--- src/rtl/bch_encoder_serial_if.sv ---
// Handshake bundle for the serial BCH(15,7) encoder: message in, serial
// codeword bits out, plus the parallel codeword report.
interface bch_encoder_serial_if #(
    parameter int N = 15,
    parameter int K = 7
);
    logic         in_valid;
    logic         in_ready;
    logic [K-1:0] in_data;
    logic         out_valid;
    logic         out_ready;
    logic         out_bit;
    logic         out_last;
    logic [N-1:0] cw_data;
    logic         cw_valid;

    modport master (
        output in_valid, in_data, out_ready,
        input  in_ready, out_valid, out_bit, out_last, cw_data, cw_valid
    );

    modport slave (
        input  in_valid, in_data, out_ready,
        output in_ready, out_valid, out_bit, out_last, cw_data, cw_valid
    );
endinterface

--- src/rtl/bch_encoder_serial.sv ---
// Systematic serial BCH(15,7) encoder: streams the message MSB first, then the
// 8 parity bits produced by an LFSR dividing m(x)*x^8 by g(x).
module bch_encoder_serial #(
    parameter int              N        = 15,
    parameter int              K        = 7,
    parameter logic [N-K:0]    GEN_POLY = 9'h1D1
) (
    input  logic               clk,
    input  logic               rst,
    bch_encoder_serial_if.slave bus
);
    localparam int P  = N - K;
    localparam int CW = $clog2((P > K) ? P : K);

    typedef enum logic [1:0] {IDLE, MSG, PAR} state_t;

    state_t         state;
    logic [CW-1:0]  cnt;
    logic [K-1:0]   msg;
    logic [P-1:0]   par;
    logic [P-1:0]   par_snap;
    logic           fb;
    logic [P-1:0]   par_next;
    logic [CW-1:0]  next_idx;

    // Feedback uses the bit currently on the wire, so the LFSR step and the
    // transmitted bit always agree, even across stalls.
    assign fb       = bus.out_bit ^ par[P-1];
    assign par_next = {par[P-2:0], 1'b0} ^ ({P{fb}} & GEN_POLY[P-1:0]);
    assign next_idx = CW'(K - 2) - cnt;

    always_ff @(posedge clk or posedge rst) begin
        if (rst) begin
            state         <= IDLE;
            cnt           <= '0;
            msg           <= '0;
            par           <= '0;
            par_snap      <= '0;
            bus.in_ready  <= 1'b1;
            bus.out_valid <= 1'b0;
            bus.out_bit   <= 1'b0;
            bus.out_last  <= 1'b0;
            bus.cw_data   <= '0;
            bus.cw_valid  <= 1'b0;
        end else begin
            bus.cw_valid <= 1'b0;
            case (state)
                IDLE: begin
                    if (bus.in_valid) begin
                        state         <= MSG;
                        msg           <= bus.in_data;
                        par           <= '0;
                        cnt           <= '0;
                        bus.in_ready  <= 1'b0;
                        bus.out_valid <= 1'b1;
                        bus.out_bit   <= bus.in_data[K-1];
                        bus.out_last  <= 1'b0;
                    end
                end
                MSG: begin
                    if (bus.out_ready) begin
                        par <= par_next;
                        if (cnt == CW'(K - 1)) begin
                            state       <= PAR;
                            cnt         <= '0;
                            par_snap    <= par_next;
                            bus.out_bit <= par_next[P-1];
                        end else begin
                            cnt         <= cnt + 1'b1;
                            bus.out_bit <= msg[next_idx];
                        end
                    end
                end
                PAR: begin
                    // Parity drains MSB first; the snapshot keeps the full
                    // remainder for the parallel codeword report.
                    if (bus.out_ready) begin
                        par <= {par[P-2:0], 1'b0};
                        if (cnt == CW'(P - 1)) begin
                            state         <= IDLE;
                            cnt           <= '0;
                            bus.cw_data   <= {msg, par_snap};
                            bus.cw_valid  <= 1'b1;
                            bus.in_ready  <= 1'b1;
                            bus.out_valid <= 1'b0;
                            bus.out_bit   <= 1'b0;
                            bus.out_last  <= 1'b0;
                        end else begin
                            cnt          <= cnt + 1'b1;
                            bus.out_bit  <= par[P-2];
                            bus.out_last <= (cnt == CW'(P - 2));
                        end
                    end
                end
                default: begin
                    state         <= IDLE;
                    bus.in_ready  <= 1'b1;
                    bus.out_valid <= 1'b0;
                end
            endcase
        end
    end
endmodule

--- src/flat_wrapper.sv ---
// flat-port wrapper written by rule: the top's interface ports become plain ports
module bch_encoder_serial_flat 
#(
    parameter int              N        = 15,
    parameter int              K        = 7,
    parameter logic [N-K:0]    GEN_POLY = 9'h1D1
)
  (clk, rst, bus_in_valid, bus_in_data, bus_out_ready, bus_in_ready, bus_out_valid, bus_out_bit, bus_out_last, bus_cw_data, bus_cw_valid);
  bch_encoder_serial_if #(.N(N), .K(K)) bus_i ();
  input  logic clk;
  input  logic rst;
  input wire logic [$bits(bus_i.in_valid)-1:0] bus_in_valid;
  input wire logic [$bits(bus_i.in_data)-1:0] bus_in_data;
  input wire logic [$bits(bus_i.out_ready)-1:0] bus_out_ready;
  output wire logic [$bits(bus_i.in_ready)-1:0] bus_in_ready;
  output wire logic [$bits(bus_i.out_valid)-1:0] bus_out_valid;
  output wire logic [$bits(bus_i.out_bit)-1:0] bus_out_bit;
  output wire logic [$bits(bus_i.out_last)-1:0] bus_out_last;
  output wire logic [$bits(bus_i.cw_data)-1:0] bus_cw_data;
  output wire logic [$bits(bus_i.cw_valid)-1:0] bus_cw_valid;
  assign bus_i.in_valid = bus_in_valid;
  assign bus_i.in_data = bus_in_data;
  assign bus_i.out_ready = bus_out_ready;
  assign bus_in_ready = bus_i.in_ready;
  assign bus_out_valid = bus_i.out_valid;
  assign bus_out_bit = bus_i.out_bit;
  assign bus_out_last = bus_i.out_last;
  assign bus_cw_data = bus_i.cw_data;
  assign bus_cw_valid = bus_i.cw_valid;
  bch_encoder_serial #(.N(N), .K(K), .GEN_POLY(GEN_POLY)) u_core (.clk(clk), .rst(rst), .bus(bus_i));
endmodule
--- config.mk ---
export PLATFORM = sky130hd
export DESIGN_NAME = bch_encoder_serial_flat
export DESIGN_NICKNAME = d
export VERILOG_FILES = /design/src/rtl/bch_encoder_serial_if.sv /design/src/rtl/bch_encoder_serial.sv /design/src/flat_wrapper.sv
export SDC_FILE = /design/constraint.sdc
export NUM_CORES = 1
export LEC_CHECK = 0
export BUFFER_PORTS_ARGS = -buffer_cell sky130_fd_sc_hd__clkbuf_2
export CAP_MARGIN = 20
export CORE_MARGIN = 2
export CORE_UTILIZATION = 30
export CTS_CLUSTER_DIAMETER = 50
export DETAILED_ROUTE_END_ITERATION = 10
export MAX_ROUTING_LAYER = met4
export SETUP_SLACK_MARGIN = 0.4
export SLEW_MARGIN = 20
export SYNTH_ARGS = -nofsm -noshare
export SYNTH_HDL_FRONTEND = slang
export SYNTH_SLANG_ARGS = --single-unit
--- constraint.sdc ---
create_clock -name clk -period 2 [get_ports clk]
set_input_delay 0.2 -clock clk [delete_from_list [all_inputs] [get_ports clk]]
set_output_delay 0.2 -clock clk [all_outputs]
set_load 0.01 [all_outputs]
* After elaboration in Yosys (flattened, before gate mapping)
Index checks and enable logic that the tools add are counted.
** Cells by class
- Magnitude comparators :: 1
- Equality and inequality tests :: 9
- Shifts and indexed selects :: 0
- Multiplexer cells :: 38
- Reduce and logical (&&, ||, !) cells :: 10
- Add/sub/neg operators :: 2
- Multiply operators :: 0
- Div/mod/pow operators :: 0
- Bitwise logic cells :: 3
** Operators by type and width (count)
- $mux 8 :: 3
- $pmux 8 s3 :: 1
- $mux 1 :: 17
- $mux 3 :: 5
- $mux 2 :: 5
- $pmux 1 s3 :: 3
- $pmux 3 s3 :: 1
- $reduce_and 3->1 :: 3
- $reduce_and 4->1 :: 2
- $xor 8x8->8 :: 1
- $eq 3x3->1 const B :: 2
- $ne 2x2->1 const B :: 3
- $pmux 2 s3 :: 1
- $reduce_and 5->1 :: 1
- $lt 3x4->1 const B :: 1
- $ne 2x1->1 const B :: 2
- $add 3x1->3 const B :: 1
- $bmux 1 s3 :: 1
- $reduce_bool 3->1 :: 1
- $sub 3x3->3 const A :: 1
- $eq 2x1->1 const B :: 1
- $eq 2x2->1 const B :: 1
- $logic_not 2->1 :: 1
- $pmux 1 s2 :: 1
- 4 further kinds :: 4
** Storage, ports and cells
- Output and inout port bits :: 20
- Memory bits (writable) :: 0
- Memories :: 0
- Input port bits :: 11
- Register bits after elaboration :: 48
- Memory bits (read-only) :: 0
- Latch bits :: 0
- Word-level logic and storage cells :: 74

* Longest topological paths before layout
Gate-level depths: netlist (run 1).
- Depth after elaboration :: 6
- Gate-level depth with buffers :: 8
- Mapped depth without buffers :: 6

* Worst setup path after synthesis (run 1)
Ideal clock, no wire load.
- Path type :: register -> register
- From :: register u_core.cnt[0]
- To :: register u_core.bus.cw_data[0]
- Stages on the path, launching flop included :: 6
- Setup slack :: 0.157 ns
- Library setup time :: 0.125 ns
- Arrival time :: 1.719 ns
- Required time :: 1.875 ns
- Period minus slack after synthesis :: 1.843 ns
- Buffers on the path :: 1
- Path through :: dfrtp_1 > ha_1 > ha_1 > nand3_1 > clkbuf_1 > mux2_2
** Between the ends
- Cells in the longest elaborated chain, start to end :: 2
** RTL lines
- start: declaration :: RTL line bch_encoder_serial.sv:18 : logic [CW-1:0] cnt;
- start signal: assignment :: RTL line bch_encoder_serial.sv:69 : cnt <= cnt + 1'b1;
- start signal: assignment :: RTL line bch_encoder_serial.sv:89 : cnt <= cnt + 1'b1;
- $eq 3x3->1 :: RTL line bch_encoder_serial.sv:79 : if (cnt == CW'(P - 1)) begin
- $reduce_and 3->1 (no source line)
- end signal: assignment :: RTL line bch_encoder_serial.sv:82 : bus.cw_data <= {msg, par_snap};
- end: declaration :: RTL line bch_encoder_serial_if.sv:24 : output in_ready, out_valid, out_bit, out_last, cw_data, cw_valid
Every way passes these cells.
A chain may end at the register's enable or synchronous reset.

* Worst setup path after layout (run 1)
- From :: register u_core.state[1]
- To :: register u_core.bus.out_bit
** Between the ends
- Cells in the longest elaborated chain, start to end :: 3
- Elaborated cells between the ends (all ways) :: 9
- Those cells by class :: eq/ne (5); mux (1); reduce/logical (3)
** RTL lines
- start: declaration :: RTL line bch_encoder_serial.sv:17 : state_t state;
- start signal: assignment :: RTL line bch_encoder_serial.sv:34 : state <= IDLE;
- start signal: assignment :: RTL line bch_encoder_serial.sv:50 : state <= MSG;
- start signal: assignment :: RTL line bch_encoder_serial.sv:64 : state <= PAR;
- $eq 2x2->1, or another cell as far along :: RTL line bch_encoder_serial.sv:47 : case (state)
- $ne 2x2->1 (no source line) / $reduce_bool 3->1 (equally long branches)
- $reduce_and 4->1 (no source line)
- end signal: assignment :: RTL line bch_encoder_serial.sv:56 : bus.out_bit <= bus.in_data[K-1];
- end signal: assignment :: RTL line bch_encoder_serial.sv:67 : bus.out_bit <= par_next[P-1];
- end signal: assignment :: RTL line bch_encoder_serial.sv:70 : bus.out_bit <= msg[next_idx];
- end: declaration :: RTL line bch_encoder_serial_if.sv:24
Several ways; a longest one is shown, not always the timed one.

==> results.txt, run 1 <==
- Antenna Cells: 0
- The critical path goes through inv_2 > ha_4 > o21ba_4 > or3_4 > or3_1 > o31ai_1.
- In the synthesized netlist, the number of instances is around 190.
- At the end of routability-driven placement, the weighted congestion stood at 0.7918.
- Multiplexer area fraction after synthesis: 17.64%
- Along the worst path, the maximum fanout reaches 5.
- For this run, the leading register cell type out of synthesis is sky130_fd_sc_hd__dfrtp_1.
- In this run the power density over the cells is ~1200 mW/mm^2.
* First-pass GRT wire length: 7.783 mm
- Measured slew at the worst slew-check pin: about 500 ps
- Reg2reg path depth: 6
- Total of endpoints with negative setup slack in the final report: 0
- Net Switching: 1185 uW
* Worst slack at placement: about 180 ps
- Data required time at the worst endpoint: 2210 ps
- Most frequent cells in the layout: sky130_fd_sc_hd__dfrtp_1 (44), sky130_fd_sc_hd__clkbuf_2 (30), sky130_fd_sc_hd__mux2_2 (25)
- Of the total power, combinational logic draws about two fifths.
* Worst path arrival time: 1950 ps
- Most common library cell in the layout ignoring fill and taps: sky130_fd_sc_hd__dfrtp_1
- CTS tree: built
* Register clock-pin slew on the reported worst setup and hold paths: ~80 ps
- For the finished layout, the period the worst path requires is around 1700 ps.
* Fraction of the core area covered by cells at the end of the flow: between 40% and 50%
- The initial utilization of the core area, before any placement, comes to a little under a third.
- Total via count in the routed design: roughly 1,600
* Placeable core region: ~0.007 sq mm
- Overall power consumption after layout is estimated at 3477 uW.
- Complex-gate fraction of the synthesized area: 8.225%
- Setup total negative slack on the finished layout was measured at 0 ps.
- Across the run, the number of max-cap violations was 0.
- Post-synth EDFFs: 0
- In the final design database the tool counted roughly 260 nets.
- Hold WC Path Type: in -> reg
- The H-tree was split into 2 levels.
* Synthesized area divided by synthesized cell count: about 12 sq um
- Of the total power, the share spent switching nets is between 30% and 40%.
* Unrepaired setup endpoints after global routing: yes
* Async set or reset register ratio after synthesis: 100.0%
* Combined buffer and inverter count along the critical path: 1
* Dominant delay contributor by cell family on the critical path: simple AND/OR/NAND/NOR gates
- The count of cells in the finished layout, fillers not included, comes to ~340.
- In the global route stage, overall resource usage came out at 12.38%.
- Compared with the post-synthesis result, the final layout area differs by 33.13%.
- The worst setup path is launched from a flip-flop.
- Buffers placed on the I/O ports in this run total 30.
- Via count of the first global-routing pass: between 1,500 and 2,000
* Outcome: complete, no violations
- In this run, synthesis produced a sequential element count of 48.
- Sort of element at the end of the critical path: flip-flop
- The worst pin sits at a relative slew slack of between 60% and 70%.
- Start-to-end type of the worst setup path: reg -> reg
- Entering global routing, the biggest net connects 25 pins.
- Among all stages on the critical path, the largest delay is contributed by sky130_fd_sc_hd__dfrtp_1.
- Largest stage delay, worst path: approximately 430 ps
- The die covers between 0.008 and 0.009 sq mm.
- In this run, placement finished with an instance count of between 300 and 400.
* Height of the die: approximately 90 um
- Adder-cell share of the synthesized area: slightly below 4%
- Number of violations reported at the end of detailed-routing iteration 0: 41
* Post-route worst setup slack: 266.1 ps
* Number of clock sinks: 48
- In the final layout, the share of cells above drive strength 1 is between 40% and 50%.
- Total congestion overflow after global routing: 0
* Number of buffers between clock root and the deepest sink: 2
- The floorplan has 31 rows.
* Combinational family with the most area after synthesis: multiplexers
* Count of boundary I/O pins: 31
- Horizontal die dimension: about 90 um
- The clock arrives with 5.585 ps of skew.
- Number of hold violations in the final report: 0
- Remaining number of nets flagged by the antenna check after routing: 0
- Average vias per placed instance: around 4.6
* Post-route DRC: 0
- Net count after synthesis: just over 200
- Length of the first detailed-routing pass in iterations: 4
- The clock reaches the later pin of the worst-skew pair after approximately 310 ps.
- Per report_power, the clock group accounts for 19.3% of the total.
- The synthesized netlist devotes slightly below 2% of its cell area to XOR and XNOR gates.
- In the finished design, the share of the clock period the worst path needs comes to 86.69%.
- Across the VDD grid, the largest voltage drop is around 0.53 mV.
* Final number of max-transition violations: 0
* Share of total power in sequential cells: roughly two fifths
* Antenna violations before repair: 0
- The routed design has between 4 and 5 mm of wire.
* Cell at the root of the clock tree: sky130_fd_sc_hd__clkbuf_8
- Synthesized-area fraction occupied by and/or/nand/nor cells: 10.78%
- Number of distinct library cells after synthesis: 37
* Average detailed-routed wire length per instance: between 10 and 15 um
* Summed instance area of the synthesized netlist: about 0.0022 sq mm
- The Yosys step of the flow raised 0 warnings.
- Standby leakage power: roughly 0.0014 uW
- Seq/Total Area, Yosys: about 55%
- Levels on crit path: 6
* Post-DP HPWL: 3.220 mm
- Number of buffers added by the clock tree synthesis step: 5
* Hold path cells: 2
- Fmax: slightly below 600 MHz
* Internal power: 2292 uW
kinds of logic (layout without fill, tap and decap cells):
group                      count (synthesis)  count (layout)
and+or+nand+nor                           53              54
DFF                                       48              48
muxes                                     34              34
AOI/OAI and AO/OA                         25              25
buffers and inverters                     16              70
adders and majority gates                  7               7
xor gates and xnor gates                   5               5
metrics by stage:
stage,cell area (sq um),hold WS [ps]
final,2937,121.7
after global placement,2579,248.5
after floorplan,2255,350.6
after detailed placement,2579,260.8
after CTS,2786,121.6
after global routing,2937,111.1
power by group through the flow:
stage | Combinational (uW) | Clock [uW] | Sequential (uW)
6_report | 1440 | 670 | 1370
5_1_grt | 1580 | 732 | 1400
4_1_cts | 1250 | 688 | 1370
3_5_place_dp | 1170 | 0 | 1370
3_3_place_gp | 1150 | 0 | 1370
2_1_floorplan | 850 | 0 | 1330
synthesized netlist by cell type, types with 2 or more instances:
| cell type | instances | area share [%] |
|---|---|---|
| sky130_fd_sc_hd__a21o_1 | 2 | 0.68 |
| sky130_fd_sc_hd__buf_2 | 3 | 0.68 |
| sky130_fd_sc_hd__mux2_2 | 29 | 15 |
| sky130_fd_sc_hd__nand2b_1 | 2 | 0.57 |
| sky130_fd_sc_hd__clkbuf_1 | 5 | 0.85 |
| sky130_fd_sc_hd__nor2b_1 | 2 | 0.57 |
| sky130_fd_sc_hd__o21ai_0 | 5 | 1.1 |
| sky130_fd_sc_hd__ha_1 | 7 | 4.0 |
| sky130_fd_sc_hd__a21oi_1 | 4 | 0.91 |
| sky130_fd_sc_hd__nor3_1 | 4 | 0.91 |
| sky130_fd_sc_hd__nor2_1 | 12 | 2.0 |
| sky130_fd_sc_hd__a211oi_1 | 2 | 0.68 |
| sky130_fd_sc_hd__or3_1 | 2 | 0.57 |
| sky130_fd_sc_hd__nand2_1 | 21 | 3.6 |
| sky130_fd_sc_hd__xnor2_1 | 4 | 1.6 |
| sky130_fd_sc_hd__mux2i_1 | 4 | 1.8 |
| sky130_fd_sc_hd__dfrtp_1 | 47 | 53 |
| sky130_fd_sc_hd__nand3_1 | 7 | 1.6 |
| sky130_fd_sc_hd__inv_1 | 8 | 1.4 |
worst register-to-register path: stages (launching register included):
cell and delay [ps]:
sky130_fd_sc_hd__dfrtp_1 430, sky130_fd_sc_hd__inv_2 100, sky130_fd_sc_hd__ha_4 170, sky130_fd_sc_hd__o21ba_4 190, sky130_fd_sc_hd__or3_4 360, sky130_fd_sc_hd__or3_1 320, sky130_fd_sc_hd__o31ai_1 70
repair_timing:
action,CTS,global route
buffers inserted,4,8
pin swaps,1,1
hold buffers,1,0
endpoints found under the setup margin,35,38
gates resized for setup,14,23
endpoints found under the hold margin,22,0
gates cloned,1,1
flip-flops by register name, summed over array words and instances (netlist names):
| name | count |
|---|---|
| u_core.cnt | 3 |
| u_core.bus.out_bit | 1 |
| u_core.bus.cw_data | 15 |
| u_core.msg | 7 |
| u_core.bus.out_valid | 1 |
| u_core.bus.out_last | 1 |
| u_core.bus.in_ready | 1 |
| u_core.par | 8 |
| u_core.par_snap | 8 |
| u_core.state | 2 |
| u_core.bus.cw_valid | 1 |
path summary, 6_finish.rpt:
check                                           end  slack (ps)                start
worst max-delay path             u_core.bus.out_bit         270      u_core.state[1]
worst min-delay path                  u_core.msg[2]         120       bus_in_data[2]
worst max register to register   u_core.bus.out_bit         270      u_core.state[1]
worst min register to register  u_core.bus.in_ready         470  u_core.bus.in_ready
max in group asynchronous       u_core.bus.in_ready         890                  rst
min in group asynchronous       u_core.bus.out_last         460                  rst
cell type report:
cell class              instances  area (sq um)
flip-flops and latches         48          1206
inverters                       8         32.53
fillers                       699          4239
clock inverters                 1         30.03
repair buffers                 56         377.9
multi-input cells             125          1097
clock buffers                   5         68.82
well taps                      99         123.9
per-layer routing:
layer  global-route usage, %  share of wire [%]  up-vias
met4                   4.231                1.5        0
met3                   3.269                3.3        8
met5                       -                  0        -
met1                   16.23                 47      779
met2                   18.75                 49       29
li1                        -                  -      771
No activity file was read; power rests on OpenSTA's default activity.
==> run 2, diff against run 1 <==
--- a/config.mk
+++ b/config.mk
@@ -9,6 +9,7 @@
 export CAP_MARGIN = 20
 export CORE_MARGIN = 2
 export CORE_UTILIZATION = 30
+export CTS_BUF_LIST = sky130_fd_sc_hd__clkbuf_2
 export CTS_CLUSTER_DIAMETER = 50
 export DETAILED_ROUTE_END_ITERATION = 10
 export MAX_ROUTING_LAYER = met4
==> results.txt, run 2 (synthesis results as in run 1) <==
- Antenna violations before repair: 0 (unchanged)
- Standby leakage power: 0.001462 uW (+1.9%)
- The worst slew margin relative to its limit came to 65.94% (+0.090 points).
* Length of the first detailed-routing pass in iterations: 4 (unchanged)
- Start-to-end type of the worst setup path: reg -> reg
- The run finished with clean final reports.
* Maximum capacitance violations: 0 (unchanged)
- The cell family contributing the most delay on the critical path is simple AND/OR/NAND/NOR gates.
- The vertical die dimension is 89.75 um (unchanged).
- Flop-to-flop setup slack: 220 ps (-40 ps)
- Gpl congestion: 0.7918 (unchanged)
* Post-route standard cell area excluding fillers: 0.002968 sq mm (+1.1%)
- The final routed wire length divided by cell count is 13.52 um (-2.7%).
- Capturing point of the worst reg2reg path: u_core.bus.out_bit
- The count of buffers from port buffering came to 30 (unchanged).
- The number of global-route vias before repair is 1,643 (+2.3%).
- The area growth from synthesis to layout is 34.54%.
- The count of final max-slew check failures was 0 (unchanged).
- Antenna Cells: 0 (unchanged)
- Crit path max-delay cell type: sky130_fd_sc_hd__or3_2
- Remaining number of nets flagged by the antenna check after routing: 0 (unchanged)
- Initial core utilization: 30.74% (unchanged)
- Combined buffer and inverter count along the critical path: 1 (unchanged)
- CTS tree: built
- Element type at the critical path start: flip-flop
- Total die area: 0.008055 sq mm (unchanged)
- Measured slew at the worst slew-check pin: 510.1 ps (-1.344 ps)
- Post-DP HPWL: 3.220 mm (unchanged)
- Overall track demand over capacity in global routing: 12.38% (about the same)
- Max IR drop VDD: 0.5071 mV (-4.1%)
- STA classifies the critical path endpoint as a flip-flop.
- The DRC violation total after the first TritonRoute iteration is 39 (-4.9%).
- The number of buffers between clock root and the deepest sink was 2 (unchanged).
* Largest stage delay, worst path: 500 ps (+70 ps)
- The post-placement cell count is 321 (unchanged).
- More flip-flops sit in one register than any other, and that register is u_core.bus.cw_data.
- The worst hold path begins at bus_in_valid.
* Hold path cells: 3 (+1)
- The power per unit of standard cell area is 1119 mW/mm^2 (-5.5%).
- Cell at the root of the clock tree: sky130_fd_sc_hd__clkbuf_2
- The leftover overflow at the end of global routing came to 0 (unchanged).
* Non-filler instance count after layout: 350 (+2.3%)
* Pin count of the biggest net entering global routing: 25 (unchanged)
* Largest fanout on the critical path: 4 (-1)
- The via density per instance is 4.583 (-1.2%).
- Largest register FFs: 15 (unchanged)
* Clock latency on the worst-skew pair: 420 ps (+110 ps)
- Worst path arrival time: 2110 ps (+160 ps)
- The number of buffers added by the clock tree synthesis step was 5 (unchanged).
- Portion of the clock cycle consumed by the worst path in the final layout: 88.93% (+2.2 points)
* End point of the worst hold path: u_core.bus.out_last
- Most common library cell in the layout ignoring fill and taps: sky130_fd_sc_hd__dfrtp_1
- Proportion of layout cells with a drive suffix above 1: 47.41% (-1.1 points)
- Count of boundary I/O pins: 31 (unchanged)
- Total via count in the routed design: 1,604 (+1.1%)
* Cell chain of the critical path: inv_4 > ha_4 > o21ba_4 > or3_2 > nor3_1 > o31ai_1
- Post-layout net count: 270 (+3.1%)
- Start of the worst register-to-register path: u_core.state[0]
* Fmax: 562.2 MHz (-2.5%)
- First-pass GRT wire length: 7.824 mm (+0.53%)
* Setup skew after layout: 13.25 ps (+7.664 ps)
* Regs by FF count: u_core.bus.cw_data (15), u_core.par (8), u_core.par_snap (8)
* Post-route DRC: 0 (unchanged)
- Fillcell total: 686 (-1.9%)
- In this run the worst hold path is classified as in -> reg.
* Instance area after placement: 0.002579 sq mm (unchanged)
* Number of clock sinks: 48 (unchanged)
- Aggregate negative setup slack: 0 ps (unchanged)
- Standard-cell row count: 31 (unchanged)
- The count of final hold-check violations is 0 (unchanged).
* Data required time at the worst endpoint: 2330 ps (+120 ps)
- Fraction of the core area covered by cells at the end of the flow: 41.36% (+0.44 points)
* Total of endpoints with negative setup slack in the final report: 0 (unchanged)
* Final wirelength: 4.732 mm (-0.44%)
* Unrepaired setup endpoints after global routing: yes
- Placeable core region: 0.007176 sq mm (unchanged)
- Final Hold Slack: 146.9 ps (+25.18 ps)
- The top cell types in the final layout, fill and taps aside, are sky130_fd_sc_hd__dfrtp_1 (44), sky130_fd_sc_hd__clkbuf_2 (35), sky130_fd_sc_hd__mux2_2 (23).
- The clock slew seen by the registers of the worst setup and hold paths is 230 ps (+150 ps).
* Maximum level of the CTS H-tree: 2 (unchanged)
* Final critical delay including setup and external delays: 1779 ps (+44.77 ps)
* Reg2reg path depth: 6 (unchanged)
- The overall die width was 89.75 um (unchanged).
-- run 2: cell count changes in the layout (fill, tap and decap cells not counted), sizes merged --
cell / delta
dlygate4sd3: +7
buf: +1
-- run 2: through the flow --
stage	setup slack (ps)	total power, uW
floorplan	320.4	2175
global placement	209.2	2517
detailed placement	175.2	2541
CTS	247.6	3150
global route	202.3	3546
finish	221.4	3320
-- run 2: report_power, final --
part	switching, uW	leakage [uW]	internal [uW]
Sequential	197	0.000632	1170
Combinational	691	0.000794	766
Clock	298	0.0000349	198
Total	1190	0.00146	2130
-- run 2: per-layer routing --
layer	vias to the layer above	global-route usage (%)	share of wire [%]
met3	8	3.018	3.2
met4	0	3.846	1.2
met2	29	19.57	48
met5	-	-	0
met1	784	15.86	48
li1	783	-	-
-- run 2: final cells by class --
class	count	area [sq um]	share of cell area, %
tap	99	123.9	4.174
timing repair buffer	64	445.4	15.01
clock inverter	1	30.03	1.012
inverter	8	32.53	1.096
multi-input combinational	125	1105	37.23
sequential	48	1206	40.64
clock buffer	5	25.02	0.8432
-- run 2: worst max-delay path by stage --
stage,start,endpoint,slack [ps],depth (start not counted)
3_5_place_dp,u_core.state[1],u_core.par[0],180,6
3_3_place_gp,u_core.state[0],u_core.cnt[1],210,5
5_1_grt,u_core.state[1],u_core.par[0],200,6
2_1_floorplan,u_core.state[1],u_core.bus.out_bit,320,7
4_1_cts,u_core.state[1],u_core.bus.out_bit,250,6
6_report,u_core.state[0],u_core.bus.out_bit,220,6
-- run 2: tightest hold or removal path, cell delays in order --
cell and delay (ps):
sky130_fd_sc_hd__clkbuf_2 140, sky130_fd_sc_hd__o21ai_1 160, sky130_fd_sc_hd__a211oi_1 70
-- run 2: repair_timing --
item,4_1_cts,5_1_grt
endpoints found under the setup margin,36,38
gates cloned,1,1
buffers inserted,4,9
hold endpoints to repair,28,1
pin swaps,1,5
gates resized for setup,14,22
hold buffers,7,1
==> run 3, diff against run 2 <==
--- a/config.mk
+++ b/config.mk
@@ -7,12 +7,15 @@
 export LEC_CHECK = 0
 export BUFFER_PORTS_ARGS = -buffer_cell sky130_fd_sc_hd__clkbuf_2
 export CAP_MARGIN = 20
+export CELL_PAD_IN_SITES_DETAIL_PLACEMENT = 0
+export CELL_PAD_IN_SITES_GLOBAL_PLACEMENT = 2
 export CORE_MARGIN = 2
 export CORE_UTILIZATION = 30
 export CTS_BUF_LIST = sky130_fd_sc_hd__clkbuf_2
 export CTS_CLUSTER_DIAMETER = 50
 export DETAILED_ROUTE_END_ITERATION = 10
 export MAX_ROUTING_LAYER = met4
+export PLACE_DENSITY_LB_ADDON = 0.1
 export SETUP_SLACK_MARGIN = 0.4
 export SLEW_MARGIN = 20
 export SYNTH_ARGS = -nofsm -noshare
==> results.txt, run 3 (synthesis results as in run 1) <==
* Total via count in the routed design: 1,619 (+0.94%)
- Number of clock sinks: 48 (unchanged)
- Final wirelength: 5.091 mm (+7.6%)
- Via count of the first global-routing pass: 1,643 (unchanged)
* Horizontal die dimension: 89.75 um (unchanged)
- The number of buffers added by the clock tree synthesis step is 5 (unchanged).
* Clock latency on the worst-skew pair: 440 ps (+20 ps)
- Sort of element at the end of the critical path: flip-flop
- Portion of the clock cycle consumed by the worst path in the final layout: 88.79% (-0.14 points)
* Total of endpoints with negative setup slack in the final report: 0 (unchanged)
- Maximum level of the CTS H-tree: 2 (unchanged)
- The library cell used most frequently in the layout, excluding fill and tap cells, is sky130_fd_sc_hd__dfrtp_1.
- The number of buffers between clock root and the deepest sink is 2 (unchanged).
* Post-route DRC: 0 (unchanged)
* CTS tree: built
* P per Cell Area: 1132 mW/mm^2 (+1.2%)
- Total congestion overflow after global routing: 0 (unchanged)
* Measured slew at the worst slew-check pin: 396.9 ps (-113.2 ps)
- The final worst clock skew came to 26.10 ps (+12.85 ps).
- The worst setup path is of the reg -> reg kind.
* Count of boundary I/O pins: 31 (unchanged)
* Most frequent cells in the layout: sky130_fd_sc_hd__dfrtp_1 (44), sky130_fd_sc_hd__clkbuf_2 (35), sky130_fd_sc_hd__nand2_1 (19)
- Cell at the root of the clock tree: sky130_fd_sc_hd__clkbuf_2
- The via density per instance is 4.626 (+0.94%).
* Placeable core region: 0.007176 sq mm (unchanged)
- Area growth from synthesis to final layout: 39.82%
- Max IR drop VDD: 0.5676 mV (+12%)
- The number of optimization iterations in the first detailed-route pass is 4 (unchanged).
* Pin count of the biggest net entering global routing: 21 (-16%)
* Hold WC Path Type: in -> reg
- The clock slew seen by the registers of the worst setup and hold paths was 250 ps (+20 ps).
- Remaining number of nets flagged by the antenna check after routing: 0 (unchanged)
- In the final layout, the registers with the most flip-flops are u_core.bus.cw_data (15), u_core.par (8), u_core.par_snap (8).
* Total Power Consumption: 3491 uW (+5.1%)
* Gpl congestion: 0.7727 (-2.4%)
- Standby leakage power: 0.001542 uW (+5.5%)
- The clock period minus worst slack was 1776 ps (-2.875 ps).
* Post-DP HPWL: 3.424 mm (+6.3%)
- The number of flip-flops in the largest register was 15 (unchanged).
- The first-pass GRT wire length is 8.204 mm (+4.9%).
- The data arrival time of the critical path is 2110 ps (about the same).
- The startpoint identified for the worst register-to-register timing path is u_core.state[0].
* Hold path cells: 2 (-1)
* Number of violations reported at the end of detailed-routing iteration 0: 59 (+51%)
- Overall track demand over capacity in global routing: 12.91% (+0.53 points)
- The vertical die dimension was 89.75 um (unchanged).
* Element type at the critical path start: flip-flop
- Outcome: complete, no violations
- The count of final hold-check violations was 0 (unchanged).
- The total negative slack for setup checks is 0 ps (unchanged).
- Average detailed-routed wire length per instance: 14.55 um (+7.6%)
- Worst setup path startpoint: u_core.state[0]
- The worst slew margin relative to its limit came to 73.35% (+7.4 points).
* End point of the worst hold path: u_core.msg[6]
- Largest fanout on the critical path: 5 (+1)
* Data required time at the worst endpoint: 2340 ps (about the same)
* Final number of max-transition violations: 0 (unchanged)
- The count of buffers from port buffering was 30 (unchanged).
- The number of max-cap violations was 0 (unchanged).
- Most flops, register: u_core.bus.cw_data
* Fmax: 563.1 MHz (+0.16%)
- Unrepaired setup endpoints after global routing: yes
* Reg2reg path depth: 6 (unchanged)
* Flop-to-flop setup slack: 220 ps (about the same)
- The initial antenna violation count was 0 (unchanged).
* Standard-cell row count: 31 (unchanged)
* Post-layout net count: 268 (-0.74%)
- Source of the worst hold timing path: bus_in_data[6]
* Antenna Cells: 0 (unchanged)
- The fraction of layout instances using a drive strength above 1 was 49.40% (+2.0 points).
* Initial core utilization: 30.74% (unchanged)
- Capturing point of the worst reg2reg path: u_core.bus.out_bit
- Total die area: 0.008055 sq mm (unchanged)
==> run 3: critical path: stages, from the launching register on <==
cell	delay, ps
sky130_fd_sc_hd__dfrtp_2	500
sky130_fd_sc_hd__inv_4	60
sky130_fd_sc_hd__ha_4	160
sky130_fd_sc_hd__o21ba_4	210
sky130_fd_sc_hd__or3_4	370
sky130_fd_sc_hd__or3_1	320
sky130_fd_sc_hd__o31ai_1	80
==> run 3: area by class of cell <==
cell class | instances | area (sq um)
fill | 686 | 4091
sequential | 48 | 1206
inverter | 8 | 35.03
clock buffer | 5 | 25.02
clock inverter | 3 | 46.29
timing repair buffer | 62 | 469.2
multi-input combinational | 125 | 1179
tap | 99 | 123.9
==> run 3: timing repair <==
| action | 4_1_cts | 5_1_grt |
|---|---|---|
| hold buffers | 7 | 0 |
| cloned | 1 | 1 |
| endpoints found under the hold margin | 19 | 0 |
| gates resized for setup | 18 | 36 |
| pin swaps | 2 | 8 |
| setup buffers | 6 | 8 |
| setup endpoints to repair | 36 | 45 |
==> run 3: how the worst max path moves through the flow <==
stage,end,cells past startpoint
3_5_place_dp,u_core.par[0],6
3_3_place_gp,u_core.bus.out_bit,6
6_report,u_core.bus.out_bit,6
4_1_cts,u_core.bus.out_bit,6
2_1_floorplan,u_core.bus.out_bit,7
5_1_grt,u_core.bus.out_bit,6
==> run 3: per-layer routing <==
metal / track usage (%) / wire (um)
met1: 17.07 / 2510
met2: 20.01 / 2367
met5: - / 0
met3: 2.934 / 166
met4: 3.846 / 46
==> run 3: report_power, final <==
part           leakage, uW  total, uW  internal [uW]  switching, uW
sequential        0.000632       1350           1170            179
clock            0.0000396        552            215            337
combinational     0.000870       1590            814            777
total              0.00154       3490           2200           1290
==> run 3: per-stage QoR <==
stage	cells	setup slack (ps)	area [sq um]	util, %	hold WS [ps]
floorplan	188	320.4	2255	-	350.6
finish	350	224.3	3084	42.98	57.80
detailed placement	319	111.2	2564	35.73	164.2
global placement	319	180.9	2564	35.73	156.5
CTS	341	209.0	2830	39.44	18.45
global route	350	166.4	3084	42.98	20.84
